<file path="src/rtl/alu_issue_stage_if.sv">
// ID/EX handshake bundle for alu_issue_stage.
// The write-back forwarding signals exist only when FORWARD_EN is defined.
interface alu_issue_stage_if #(
  parameter int DW = 32,
  parameter int RW = 5
);
  logic [31:0]   inst_d;
  logic          valid_d;
  logic          ready_d;
  logic [DW-1:0] rdata1_d;
  logic [DW-1:0] rdata2_d;
  logic          flush;
  logic          valid_e;
  logic          ready_e;
  logic [3:0]    aluop_e;
  logic [DW-1:0] alusrc1_e;
  logic [DW-1:0] alusrc2_e;
  logic [RW-1:0] ra_e;
  logic          we_e;
`ifdef FORWARD_EN
  logic          wb_en;
  logic [RW-1:0] wb_addr;
  logic [DW-1:0] wb_data;
`endif

  modport master (
`ifdef FORWARD_EN
    output wb_en, wb_addr, wb_data,
`endif
    output inst_d, valid_d, rdata1_d, rdata2_d, flush, ready_e,
    input  ready_d, valid_e, aluop_e, alusrc1_e, alusrc2_e, ra_e, we_e
  );

  modport slave (
`ifdef FORWARD_EN
    input  wb_en, wb_addr, wb_data,
`endif
    input  inst_d, valid_d, rdata1_d, rdata2_d, flush, ready_e,
    output ready_d, valid_e, aluop_e, alusrc1_e, alusrc2_e, ra_e, we_e
  );
endinterface

</file>
<file path="src/rtl/alu_issue_stage.sv">
// Decode/issue stage feeding the EX ALU through a 2-entry skid-buffered ID/EX register.
// Optional feature: define FORWARD_EN to forward write-back data into decoded and held operands.
module alu_issue_stage #(
  parameter int DW = 32,
  parameter int RW = 5
) (
  input logic            clk,
  input logic            rst_n,
  alu_issue_stage_if.slave bus
);

  typedef struct packed {
    logic [3:0]    aluop;
    logic [DW-1:0] src1;
    logic [DW-1:0] src2;
    logic [RW-1:0] ra;
    logic          we;
`ifdef FORWARD_EN
    logic [RW-1:0] rb;
    logic [RW-1:0] rc;
    logic          src1_reg;
    logic          src2_reg;
`endif
  } entry_t;

  logic [4:0]    op;
  logic [4:0]    ra_f;
  logic [4:0]    rb_f;
  logic [4:0]    rc_f;
  logic [16:0]   imm;
  logic          si;
  logic [4:0]    shamt;
  logic [DW-1:0] sext;
  logic [DW-1:0] opnd1;
  logic [DW-1:0] opnd2;
  logic [DW-1:0] shift_src2;
  entry_t        dec;
  entry_t        or_q;
  entry_t        sk_q;
  entry_t        or_hold;
  entry_t        sk_hold;
  logic          or_v;
  logic          sk_v;
  logic          accept;

  assign op    = bus.inst_d[31:27];
  assign ra_f  = bus.inst_d[26:22];
  assign rb_f  = bus.inst_d[21:17];
  assign rc_f  = bus.inst_d[16:12];
  assign imm   = bus.inst_d[16:0];
  assign si    = bus.inst_d[5];
  assign shamt = bus.inst_d[4:0];
  assign sext  = {{(DW-17){imm[16]}}, imm};

`ifdef FORWARD_EN
  logic src1_reg;
  logic src2_reg;

  // Same-cycle write-back wins over the register-file read of rb/rc, including r0.
  assign opnd1 = (bus.wb_en && bus.wb_addr == RW'(rb_f)) ? bus.wb_data : bus.rdata1_d;
  assign opnd2 = (bus.wb_en && bus.wb_addr == RW'(rc_f)) ? bus.wb_data : bus.rdata2_d;
  assign src1_reg = (op <= 5'd2) || ((op >= 5'd4) && (op <= 5'd14) && (op != 5'd6) && (op != 5'd7));
  assign src2_reg = ((op >= 5'd4) && (op <= 5'd10)) || ((op >= 5'd11) && (op <= 5'd14) && !si);

  function automatic entry_t fwd_entry(input entry_t e, input logic en,
                                       input logic [RW-1:0] addr, input logic [DW-1:0] data);
    fwd_entry = e;
    if (en && e.src1_reg && addr == e.rb) fwd_entry.src1 = data;
    if (en && e.src2_reg && addr == e.rc) fwd_entry.src2 = data;
  endfunction

  assign or_hold = fwd_entry(or_q, bus.wb_en, bus.wb_addr, bus.wb_data);
  assign sk_hold = fwd_entry(sk_q, bus.wb_en, bus.wb_addr, bus.wb_data);
`else
  logic unused_rb;

  assign opnd1     = bus.rdata1_d;
  assign opnd2     = bus.rdata2_d;
  assign unused_rb = ^rb_f;
  assign or_hold   = or_q;
  assign sk_hold   = sk_q;
`endif

  assign shift_src2 = si ? {{(DW-5){1'b0}}, shamt} : opnd2;

  // Instruction decode into the ALU entry; unknown ops become a non-writing bubble.
  always_comb begin
    dec    = '0;
    dec.ra = RW'(ra_f);
    dec.we = (op <= 5'd14);
`ifdef FORWARD_EN
    dec.rb       = RW'(rb_f);
    dec.rc       = RW'(rc_f);
    dec.src1_reg = src1_reg;
    dec.src2_reg = src2_reg;
`endif
    case (op)
      5'd0:  begin dec.aluop = 4'd1;  dec.src1 = opnd1; dec.src2 = sext;       end
      5'd1:  begin dec.aluop = 4'd5;  dec.src1 = opnd1; dec.src2 = sext;       end
      5'd2:  begin dec.aluop = 4'd6;  dec.src1 = opnd1; dec.src2 = sext;       end
      5'd3:  begin dec.aluop = 4'd12; dec.src2 = sext;                         end
      5'd4:  begin dec.aluop = 4'd1;  dec.src1 = opnd1; dec.src2 = opnd2;      end
      5'd5:  begin dec.aluop = 4'd2;  dec.src1 = opnd1; dec.src2 = opnd2;      end
      5'd6:  begin dec.aluop = 4'd3;  dec.src2 = opnd2;                        end
      5'd7:  begin dec.aluop = 4'd4;  dec.src2 = opnd2;                        end
      5'd8:  begin dec.aluop = 4'd5;  dec.src1 = opnd1; dec.src2 = opnd2;      end
      5'd9:  begin dec.aluop = 4'd6;  dec.src1 = opnd1; dec.src2 = opnd2;      end
      5'd10: begin dec.aluop = 4'd7;  dec.src1 = opnd1; dec.src2 = opnd2;      end
      5'd11: begin dec.aluop = 4'd8;  dec.src1 = opnd1; dec.src2 = shift_src2; end
      5'd12: begin dec.aluop = 4'd9;  dec.src1 = opnd1; dec.src2 = shift_src2; end
      5'd13: begin dec.aluop = 4'd10; dec.src1 = opnd1; dec.src2 = shift_src2; end
      5'd14: begin dec.aluop = 4'd11; dec.src1 = opnd1; dec.src2 = shift_src2; end
      default: begin end
    endcase
  end

  assign accept = bus.valid_d & ~sk_v;

  // OR/SK skid pair: SK only fills when OR is stalled, so FIFO order falls out naturally.
  always_ff @(posedge clk or negedge rst_n) begin
    if (!rst_n) begin
      or_v <= 1'b0;
      sk_v <= 1'b0;
      or_q <= '0;
      sk_q <= '0;
    end else if (bus.flush) begin
      or_v <= 1'b0;
      sk_v <= 1'b0;
    end else if (!or_v || bus.ready_e) begin
      if (sk_v) begin
        or_q <= sk_hold;
        or_v <= 1'b1;
        sk_v <= 1'b0;
      end else begin
        or_v <= accept;
        if (accept) or_q <= dec;
      end
    end else begin
      or_q <= or_hold;
      if (accept) begin
        sk_q <= dec;
        sk_v <= 1'b1;
      end else begin
        sk_q <= sk_hold;
      end
    end
  end

  assign bus.ready_d   = ~sk_v;
  assign bus.valid_e   = or_v;
  assign bus.aluop_e   = or_q.aluop;
  assign bus.alusrc1_e = or_q.src1;
  assign bus.alusrc2_e = or_q.src2;
  assign bus.ra_e      = or_q.ra;
  assign bus.we_e      = or_q.we;

endmodule

</file>
<file path="src/flat_wrapper.sv">
// flat-port wrapper written by rule: the top's interface ports become plain ports
module alu_issue_stage_flat 
#(
  parameter int DW = 32,
  parameter int RW = 5
)
  (clk, rst_n, bus_inst_d, bus_valid_d, bus_rdata1_d, bus_rdata2_d, bus_flush, bus_ready_e, bus_ready_d, bus_valid_e, bus_aluop_e, bus_alusrc1_e, bus_alusrc2_e, bus_ra_e, bus_we_e);
  alu_issue_stage_if #(.DW(DW), .RW(RW)) bus_i ();
  input logic clk;
  input logic rst_n;
  input wire logic [$bits(bus_i.inst_d)-1:0] bus_inst_d;
  input wire logic [$bits(bus_i.valid_d)-1:0] bus_valid_d;
  input wire logic [$bits(bus_i.rdata1_d)-1:0] bus_rdata1_d;
  input wire logic [$bits(bus_i.rdata2_d)-1:0] bus_rdata2_d;
  input wire logic [$bits(bus_i.flush)-1:0] bus_flush;
  input wire logic [$bits(bus_i.ready_e)-1:0] bus_ready_e;
  output wire logic [$bits(bus_i.ready_d)-1:0] bus_ready_d;
  output wire logic [$bits(bus_i.valid_e)-1:0] bus_valid_e;
  output wire logic [$bits(bus_i.aluop_e)-1:0] bus_aluop_e;
  output wire logic [$bits(bus_i.alusrc1_e)-1:0] bus_alusrc1_e;
  output wire logic [$bits(bus_i.alusrc2_e)-1:0] bus_alusrc2_e;
  output wire logic [$bits(bus_i.ra_e)-1:0] bus_ra_e;
  output wire logic [$bits(bus_i.we_e)-1:0] bus_we_e;
  assign bus_i.inst_d = bus_inst_d;
  assign bus_i.valid_d = bus_valid_d;
  assign bus_i.rdata1_d = bus_rdata1_d;
  assign bus_i.rdata2_d = bus_rdata2_d;
  assign bus_i.flush = bus_flush;
  assign bus_i.ready_e = bus_ready_e;
  assign bus_ready_d = bus_i.ready_d;
  assign bus_valid_e = bus_i.valid_e;
  assign bus_aluop_e = bus_i.aluop_e;
  assign bus_alusrc1_e = bus_i.alusrc1_e;
  assign bus_alusrc2_e = bus_i.alusrc2_e;
  assign bus_ra_e = bus_i.ra_e;
  assign bus_we_e = bus_i.we_e;
  alu_issue_stage #(.DW(DW), .RW(RW)) u_core (.clk(clk), .rst_n(rst_n), .bus(bus_i));
endmodule
</file>
<file path="config.mk">
export PLATFORM = sky130hd
export DESIGN_NAME = alu_issue_stage_flat
export DESIGN_NICKNAME = d
export VERILOG_FILES = /design/src/rtl/alu_issue_stage_if.sv /design/src/rtl/alu_issue_stage.sv /design/src/flat_wrapper.sv
export SDC_FILE = /design/constraint.sdc
export NUM_CORES = 1
export LEC_CHECK = 0
export BUFFER_PORTS_ARGS = -buffer_cell sky130_fd_sc_hd__buf_4
export CAP_MARGIN = 10
export CORE_MARGIN = 5
export CORE_UTILIZATION = 48
export DETAILED_ROUTE_END_ITERATION = 10
export PLACE_DENSITY = 0.87
export SYNTH_ARGS = -nofsm -noshare
export SYNTH_HDL_FRONTEND = slang
export SYNTH_SLANG_ARGS = --single-unit
</file>
<file path="constraint.sdc">
create_clock -name clk -period 1.9 [get_ports clk]
set_clock_uncertainty 0.15 [all_clocks]
set_input_delay 0.475 -clock clk [delete_from_list [all_inputs] [get_ports clk]]
set_output_delay 0.475 -clock clk [all_outputs]
set_load 0.02 [all_outputs]
</file>
; ---- Word level (Yosys, flattened, before mapping)
; Index checks and enable logic that the tools add are counted.
; W data, S select, Z words.
[word_totals]
register_bits = 150
latch_bits = 0
ram_bits = 0
romBits = 0
in_bits = 101
output_inout_bits = 76
word_cells = 58
n_memories = 0
[classes]
addsub = 0
n_mul = 0
n_div = 0
n_lt_le_gt_ge = 1
eq_ne = 14
shift = 0
mux = 12
n_bitwise = 4
reduce_logical = 15
[ops]
columns = op, count
row1 = $mux W74, 2
row2 = $pmux W32 S3, 1
row3 = $mux W32, 2
row4 = $pmux W4 S12, 1
row5 = $eq A5 B4 Y1 const B, 7
row6 = $eq A5 B3 Y1 const B, 4
row7 = $reduce_or A12 Y1, 1
row8 = $eq A5 B2 Y1 const B, 2
row9 = $reduce_or A4 Y1, 2
row10 = $reduce_or A7 Y1, 1
row11 = $mux W1, 6
row12 = $reduce_and A3 Y1, 2
row13 = $reduce_or A2 Y1, 3
row14 = $eq A5 B1 Y1 const B, 1
row15 = $le A5 B4 Y1 const B, 1
row16 = $logic_not A5 Y1, 1
row17 = $reduce_bool A2 Y1, 2
row18 = $not A1 Y1, 3
row19 = $reduce_bool A3 Y1, 1
row20 = $and A1 B1 Y1, 1
row21 = $logic_not A1 Y1, 1
row22 = $logic_or A1 B1 Y1, 1

; ---- Longest topological paths before layout
; Gate-level depths: netlist (run 1).
[depth]
ltp_word = 5
mapped_depth = 7
ltp_nobuf = 4

; ---- Least setup slack after synthesis (run 1)
; No wires, ideal clock.
[synth_path]
kind = input to register
start = in bus_inst_d[5]
end = reg u_core.or_q (netlist bit u_core.bus.alusrc2_e[4])
setup_time_ns = 0.088
arrival_time_ns = 1.672
required_time_ns = 1.662
slack_ns = -0.011
stages = 6
path_buffers = 2
path_cell_list = buf_2 and4b_1 nor4_4 buf_4 o22ai_1 a41oi_1
[synth_between]
elab_chain_cells = 4
[synth_lines]
columns = item, line
row1 = "start, declared", flat_wrapper.sv:11  ; input wire logic [$bits(bus_i.inst_d)-1:0] bus_inst_d;
row2 = $mux W32, alu_issue_stage.sv:84  ; assign shift_src2 = si ? {{(DW-5){1'b0}}, shamt} : opnd2;
row3 = $pmux W32 S3, alu_issue_stage.sv:97  ; case (op)
row4 = $mux W74, alu_issue_stage.sv:136  ; if (accept) or_q <= dec;
row5 = $mux W74, alu_issue_stage.sv:130  ; if (sk_v) begin
row6 = "end signal, assigned", alu_issue_stage.sv:131  ; or_q <= sk_hold;
row7 = "end signal, assigned", alu_issue_stage.sv:139  ; or_q <= or_hold;
row8 = "end, declared", alu_issue_stage.sv:38  ; entry_t or_q;
; No other way between the ends. The select of a mux whose other input is x is not followed.
; A chain may end at the register's enable or synchronous reset.

; ---- Worst setup path in the final report (run 1)
[layout_path]
start = reg u_core.sk_v
end = out bus_ready_d
[layout_between]
elab_chain_cells = 1
[layout_lines]
columns = item, line
row1 = "start, declared", alu_issue_stage.sv:43  ; logic sk_v;
row2 = "start signal, assigned", alu_issue_stage.sv:123  ; sk_v <= 1'b0;
row3 = "start signal, assigned", alu_issue_stage.sv:128  ; sk_v <= 1'b0;
row4 = "start signal, assigned", alu_issue_stage.sv:133  ; sk_v <= 1'b0;
row5 = $not A1 Y1, alu_issue_stage.sv:149  ; assign bus.ready_d = ~sk_v;
row6 = "end, declared", flat_wrapper.sv:17  ; output wire logic [$bits(bus_i.ready_d)-1:0] bus_ready_d;
; No other way between the ends.

==> results.sh, run 1 <==
export IMPL_outcome="completed"
export IMPL_internal_power_uw=6619
export IMPL_numCtsBuffers=17
export IMPL_layout_commonest_cell="buf_4"
export IMPL_yosys_area_share_xor_xnor_pct=0
export IMPL_max_slew_margin_rel_pct=71.11
export IMPL_insertion_delay_ns=0.42
export IMPL_final_cell_mix="buf_4 (213), nand2_1 (167), dfrtp_1 (149)"
export IMPL_synth_area_leader_cell="dfrtp_1"
export IMPL_yosysTopAreaCellShare_pct=54.32
export IMPL_period_needed_ns=1.853
export IMPL_syn_inst=751
export IMPL_synth_edff_count=0
export IMPL_syn_cell_area_um2=6910
export IMPL_maxSlewViolCount=0
export IMPL_fp_dieW_um=130.0
export IMPL_via_per_inst=5.770
export IMPL_finalSetupViolCount=0
export IMPL_async_flop_share_pct=100.0
export IMPL_htreeDepth=4
export IMPL_wirelength_um=20290
export IMPL_fin_crit_sh_pct=97.50
export IMPL_power_density_nw_per_um2=961.0
export IMPL_clkPwrFrac_pct=37.0
export IMPL_fin_util_pct=68.31
export IMPL_drtAntennaViolNets=0
export IMPL_p_sw_share_pct=27.91
export IMPL_fp_coreArea_um2=13990
export IMPL_fin_nets=1039
export IMPL_wl_per_cell_um=17.97
export IMPL_tritoncts="done"
export IMPL_yosys_top_cells_area="dfrtp_1 (54%), nand2_1 (9.1%), o21ai_0 (6.8%), o31ai_1 (3.8%), a31o_2 (3.4%)"
export IMPL_start_util_pct=49.40
export IMPL_crit_arrival_ns=1.23
export IMPL_n_antenna_cell=0
export IMPL_dpl_cell_area_um2=8786
export IMPL_power_leakage_uw=0.004494
export IMPL_crit_path_max_fanout=6
export IMPL_avgSynthCellArea_um2=9.202
export IMPL_cap_violations=0
export IMPL_grt_pass1_vias=6273
export IMPL_syn_nets=852
export IMPL_port_buffers=171
export IMPL_clkSinkCount=150
export IMPL_switchingPower_uw=2563
export IMPL_io_pin_count=177
export IMPL_die_h_um=130.0
export IMPL_grt_antenna_before_repair=0
export IMPL_grt_max_degree=65
export IMPL_max_clock_freq_ghz=0.5398
export IMPL_drive_gt1_share_pct=32.35
export IMPL_dr_pass1_iters=5
export IMPL_hpwl_um=13040
export IMPL_synthMuxAreaShare_pct=0.8872
export IMPL_synth_yosys_warnings=0
export IMPL_crit_type="reg -> out"
export IMPL_hold_viol=0
export IMPL_syn_to_final_growth_pct=38.28
export IMPL_synth_compound_area_share_pct=23.92
export IMPL_clkTransAtPathRegs_ns=0.06
export IMPL_finalInstanceArea_um2=9555
export IMPL_grt_pass1_wl_um=31630
export IMPL_post_route_drc_count=0
export IMPL_p_seq_share_pct=42.7
export IMPL_end_kind="primary output"
export IMPL_synth_top_family_by_area="compound AO/OA/AOI/OAI gates"
export IMPL_netlist_cell_type_count=48
export IMPL_synth_seq_cells=150
export IMPL_grt_ovfl_total=0
export IMPL_start_kind="flip-flop"
export IMPL_ir_worst_vdd_mv=0.6000
export IMPL_synth_seq_area_share_pct=54.32
export IMPL_routabilityCongestion=0.8437
export IMPL_cts_root_buffer="clkbuf_16"
export IMPL_synthAdderAreaFrac_pct=0.1630
export IMPL_num_rows=43
export IMPL_min_path_type="in -> reg"
export IMPL_grt_use_total_pct=23.72
export IMPL_cts_buffer_depth=2
export IMPL_initialDrtViolationCount=609
export IMPL_synth_simple_area_share_pct=14.72
export IMPL_vias=6514
export IMPL_dieArea_um2=16900
export IMPL_synth_flop_cell="dfrtp_1"
export IMPL_required_ns=1.27
export IMPL_tightest_slew_ns=0.4333
export IMPL_p_comb_share_pct=20.3
[stage by stage]
stage,hold WS (ns),TNS (ns),total power [µW],setup slack [ns],cells
CTS,0.06713,0,9192,0.006932,1123
floorplan,0.02941,0,4861,0.009197,751
finish,0.1048,0,9182,0.04745,1129
global route,0.08902,-0.001448,9586,-0.001448,1129
detailed placement,0.2255,-9.918,5807,-0.1940,1088
global placement,0.2220,-5.150,5730,-0.08618,1088
[area by class of cell]
type,instances,area (µm²)
clock buffer,21,460.4
clock inverter,9,128.9
fill,1058,4433
inverter,35,133.9
multi-input combinational,498,2791
sequential,150,3755
tap,180,225.2
timing repair buffer,236,2061
[cell usage after synthesis (2+ instances only)]
cell type,n
nand2_1,167
dfrtp_1,150
o21ai_0,94
clkbuf_1,48
o31ai_1,35
inv_1,34
nand3_1,34
o211ai_1,31
a31o_2,27
a21oi_1,20
buf_2,16
a22oi_1,11
nor2_1,10
o21ai_1,8
a31o_1,5
mux2i_1,5
a221oi_1,4
a31oi_1,4
buf_1,4
nor3b_1,4
nor4_1,4
a21o_1,3
and3_1,3
nor3_1,3
a211oi_1,2
nand2b_1,2
o21bai_1,2
[layer usage]
layer | track usage [%] | wire [µm]
met5 | 0 | 0
met4 | 10.57 | 684
met3 | 5.567 | 1394
met2 | 36.85 | 9781
met1 | 31.92 | 8429
[critical path: stages (launching register included)]
cell and delay, ns:
dfrtp_2 0.46, buf_12 0.15, inv_4 0.07, buf_6 0.12
[logic make-up (layout without fill, tap and decap cells)]
kind of cell / after synthesis / after routing
AO/OA/AOI/OAI: 254 / 254
adder cells (fa/ha/maj): 1 / 1
multiplexers: 6 / 6
buffers and inverters: 104 / 301
AND/OR/NAND/NOR: 236 / 237
flip-flops: 150 / 150
[path summary, 6_finish.rpt]
check	end	slack, ns	from	cells after the start
setup / recovery	bus_ready_d	0.05	u_core.sk_v	3
setup reg to reg	u_core.bus.alusrc1_e[12]	0.07	u_core.sk_v	5
hold / removal	u_core.sk_hold[3]	0.10	bus_inst_d[24]	3
min in group asynchronous	u_core.bus.alusrc1_e[0]	0.36	rst_n	2
hold reg to reg	u_core.sk_hold[3]	0.33	u_core.sk_hold[3]	2
max in group asynchronous	u_core.bus.alusrc2_e[15]	0.70	rst_n	3
[power groups by stage]
| stage | Sequential (µW) | Clock, µW | Combinational, µW |
|---|---|---|---|
| finish | 3920 | 3390 | 1860 |
| CTS | 3920 | 3420 | 1860 |
| global placement | 3940 | 0 | 1790 |
| detailed placement | 3970 | 0 | 1840 |
| global route | 3970 | 3580 | 2030 |
| floorplan | 4170 | 0 | 687 |
[registers in the layout (all words and copies together), names as in the netlist]
name / flops
u_core.sk_v: 1
u_core.sk_hold: 74
u_core.bus.aluop_e: 4
u_core.bus.valid_e: 1
u_core.bus.ra_e: 5
u_core.bus.alusrc2_e: 32
u_core.bus.we_e: 1
u_core.bus.alusrc1_e: 32
[timing repair]
action                                  4_1_cts  5_1_grt
endpoints found under the setup margin        1       25
endpoints found under the hold margin        26        0
pin swaps                                     0        1
hold buffers                                  1        0
gates resized for setup                       2        5
setup buffers                                 2        4
gates cloned                                  2        2
(Power assumes the default switching activity.)
==> inputs of run 2 (changes only) <==
- CORE_UTILIZATION: 48 -> 35
- PLACE_DENSITY: 0.87 -> 0.7
==> run 2 against run 1 <==
Combinational power is essentially flat. Clock-buffer cell count shrank 4. Hold slack lost 0.039 ns. Largest cell class unchanged. First-iteration DRC count shrank 33%. Clock power grew 4%. Sequential share of layout area grew 0.22 points. Setup slack gained 0.0041 ns. Non-clock buffer count shrank 17. Cell count grew 6.1%. Sequential cell count is the same.
==> results.sh, run 2 (same netlist as run 1, synthesis figures left out) <==
export IMPL_outcome="completed"
export IMPL_via_per_inst=5.112
export IMPL_post_route_drc_count=0
export IMPL_crit_path_max_incr_delay_ns=0.52
export IMPL_htreeDepth=4
export IMPL_die_h_um=150.5
export IMPL_start_kind="flip-flop"
export IMPL_largest_register_ffs=74
export IMPL_fillCellCount=1866
export IMPL_io_pin_count=177
export IMPL_crit_end="bus_ready_d"
export IMPL_dieArea_um2=22650
export IMPL_initialDrtViolationCount=411
export IMPL_cts_root_buffer="clkbuf_16"
export IMPL_port_buffers=171
export IMPL_ff2ff_setup_slack_ns=0.15
export IMPL_clkSinkCount=150
export IMPL_period_needed_ns=1.848
export IMPL_grt_use_total_pct=17.99
export IMPL_fp_coreArea_um2=19460
export IMPL_highest_layer="met4"
export IMPL_fin_nets=1021
export IMPL_r2r_start="u_core.sk_v"
export IMPL_grt_antenna_before_repair=0
export IMPL_crit_type="reg -> out"
export IMPL_syn_to_final_growth_pct=37.59
export IMPL_fin_util_pct=48.85
export IMPL_ir_worst_vdd_mv=0.6313
export IMPL_insertion_delay_ns=0.43
export IMPL_layout_commonest_cell="buf_4"
export IMPL_start_util_pct=35.51
export IMPL_hold_start="bus_flush"
export IMPL_cap_violations=0
export IMPL_path_cells="inv_2 > buf_4"
export IMPL_numCtsBuffers=17
export IMPL_max_clock_freq_ghz=0.5410
export IMPL_min_path_type="in -> reg"
export IMPL_grt_max_degree=70
export IMPL_tritoncts="done"
export IMPL_drtAntennaViolNets=0
export IMPL_r2r_end="u_core.bus.alusrc1_e[13]"
export IMPL_wirelength_um=19880
export IMPL_power_leakage_uw=0.004409
export IMPL_dpl_cell_area_um2=8882
export IMPL_tightest_slew_ns=0.4080
export IMPL_fp_dieW_um=150.5
export IMPL_max_slew_margin_rel_pct=72.80
export IMPL_fin_crit_sh_pct=97.29
export IMPL_drive_gt1_share_pct=31.40
export IMPL_drt_met1_wl_um=8717
export IMPL_setup_tns_ns=0
export IMPL_finalSetupViolCount=0
export IMPL_rsz0062_at_grt="false"
export IMPL_hpwl_um=13240
export IMPL_grt_ovfl_total=0
export IMPL_n_antenna_cell=0
export IMPL_slowest_stage="dfrtp_4"
export IMPL_clkTransAtPathRegs_ns=0.06
export IMPL_required_ns=1.27
export IMPL_rr_worst_depth=5
export IMPL_wl_met3_um=1075
export IMPL_cts_buffer_depth=2
export IMPL_hold_viol=0
export IMPL_power_density_nw_per_um2=976.2
export IMPL_crit_path_max_fanout=6
export IMPL_wl_per_cell_um=16.60
export IMPL_post_cts_buffers=0
export IMPL_grt_pass1_wl_um=32290
export IMPL_route_met2_wl_um=9725
export IMPL_maxSlewViolCount=0
export IMPL_vias=6124
export IMPL_routabilityCongestion=0.7851
export IMPL_end_kind="primary output"
export IMPL_crit_arrival_ns=1.22
export IMPL_grt_pass1_vias=6063
export IMPL_num_rows=51
export IMPL_finalInstanceArea_um2=9508
export IMPL_crit_start="u_core.sk_v"
export IMPL_dr_pass1_iters=4
export IMPL_final_cell_mix="buf_4 (198), nand2_1 (167), dfrtp_1 (149)"
run 2: cell count changes in the layout (fill, tap and decap cells not counted), moves of 2 or more:
cell / before / now
buf_4: 213 / 198
inv_6: 0 / 6
buf_12: 15 / 19
buf_6: 3 / 1
bufbuf_16: 2 / 0
clkbuf_1: 2 / 0
clkbuf_8: 2 / 0
inv_8: 0 / 2
run 2: cell type report:
type | count | area [µm²] | share of cell area, %
clock buffer | 17 | 425.4 | 4.474
timing repair buffer | 219 | 1888 | 19.86
inverter | 35 | 131.4 | 1.382
clock inverter | 15 | 190.2 | 2.000
tap | 265 | 331.6 | 3.487
sequential | 150 | 3757 | 39.52
multi-input combinational | 497 | 2784 | 29.28
run 2: worst min path at each step:
stage	endpoint	slack, ns	depth (start not counted)
2_1_floorplan	u_core.bus.aluop_e[0]	0.03	0
3_3_place_gp	u_core.bus.alusrc1_e[12]	0.14	1
3_5_place_dp	u_core.bus.alusrc1_e[12]	0.14	1
4_1_cts	u_core.bus.valid_e	0.05	2
5_1_grt	u_core.bus.valid_e	0.06	2
6_report	u_core.bus.valid_e	0.07	2
run 2: repair_timing:
| item | CTS | global route |
|---|---|---|
| hold endpoints to repair | 150 | 0 |
| hold buffers | 1 | 0 |
| resized for setup | 1 | 0 |
| endpoints found under the setup margin | 1 | 0 |
run 2: power by group:
part / leakage [µW] / switching (µW) / internal (µW)
Combinational: 0.00213 / 1000 / 830
Sequential: 0.00198 / 245 / 3660
Clock: 0.000299 / 1440 / 2100
run 2: worst max-delay path: cells and delay by family (launching register included):
family | cells | cell delay (ns)
buffers and inverters | 2 | 0.28
DFF | 1 | 0.52
run 2: metal layers:
layer | track usage (%) | up-vias
met5 | 0 | -
met3 | 3.492 | 19
met2 | 29.04 | 161
li1 | - | 2986
met1 | 24.42 | 2958
met4 | 5.855 | 0
run 2: metrics by stage:
| stage | setup WS (ns) | cells | total power (µW) | hold WS, ns |
|---|---|---|---|---|
| floorplan | 0.009197 | 751 | 4861 | 0.02941 |
| global placement | -0.05749 | 1165 | 5764 | 0.1393 |
| detailed placement | -0.1180 | 1165 | 5818 | 0.1405 |
| CTS | 0.02537 | 1198 | 9390 | 0.04802 |
| global route | 0.008307 | 1198 | 9772 | 0.06123 |
| finish | 0.05151 | 1198 | 9281 | 0.06542 |
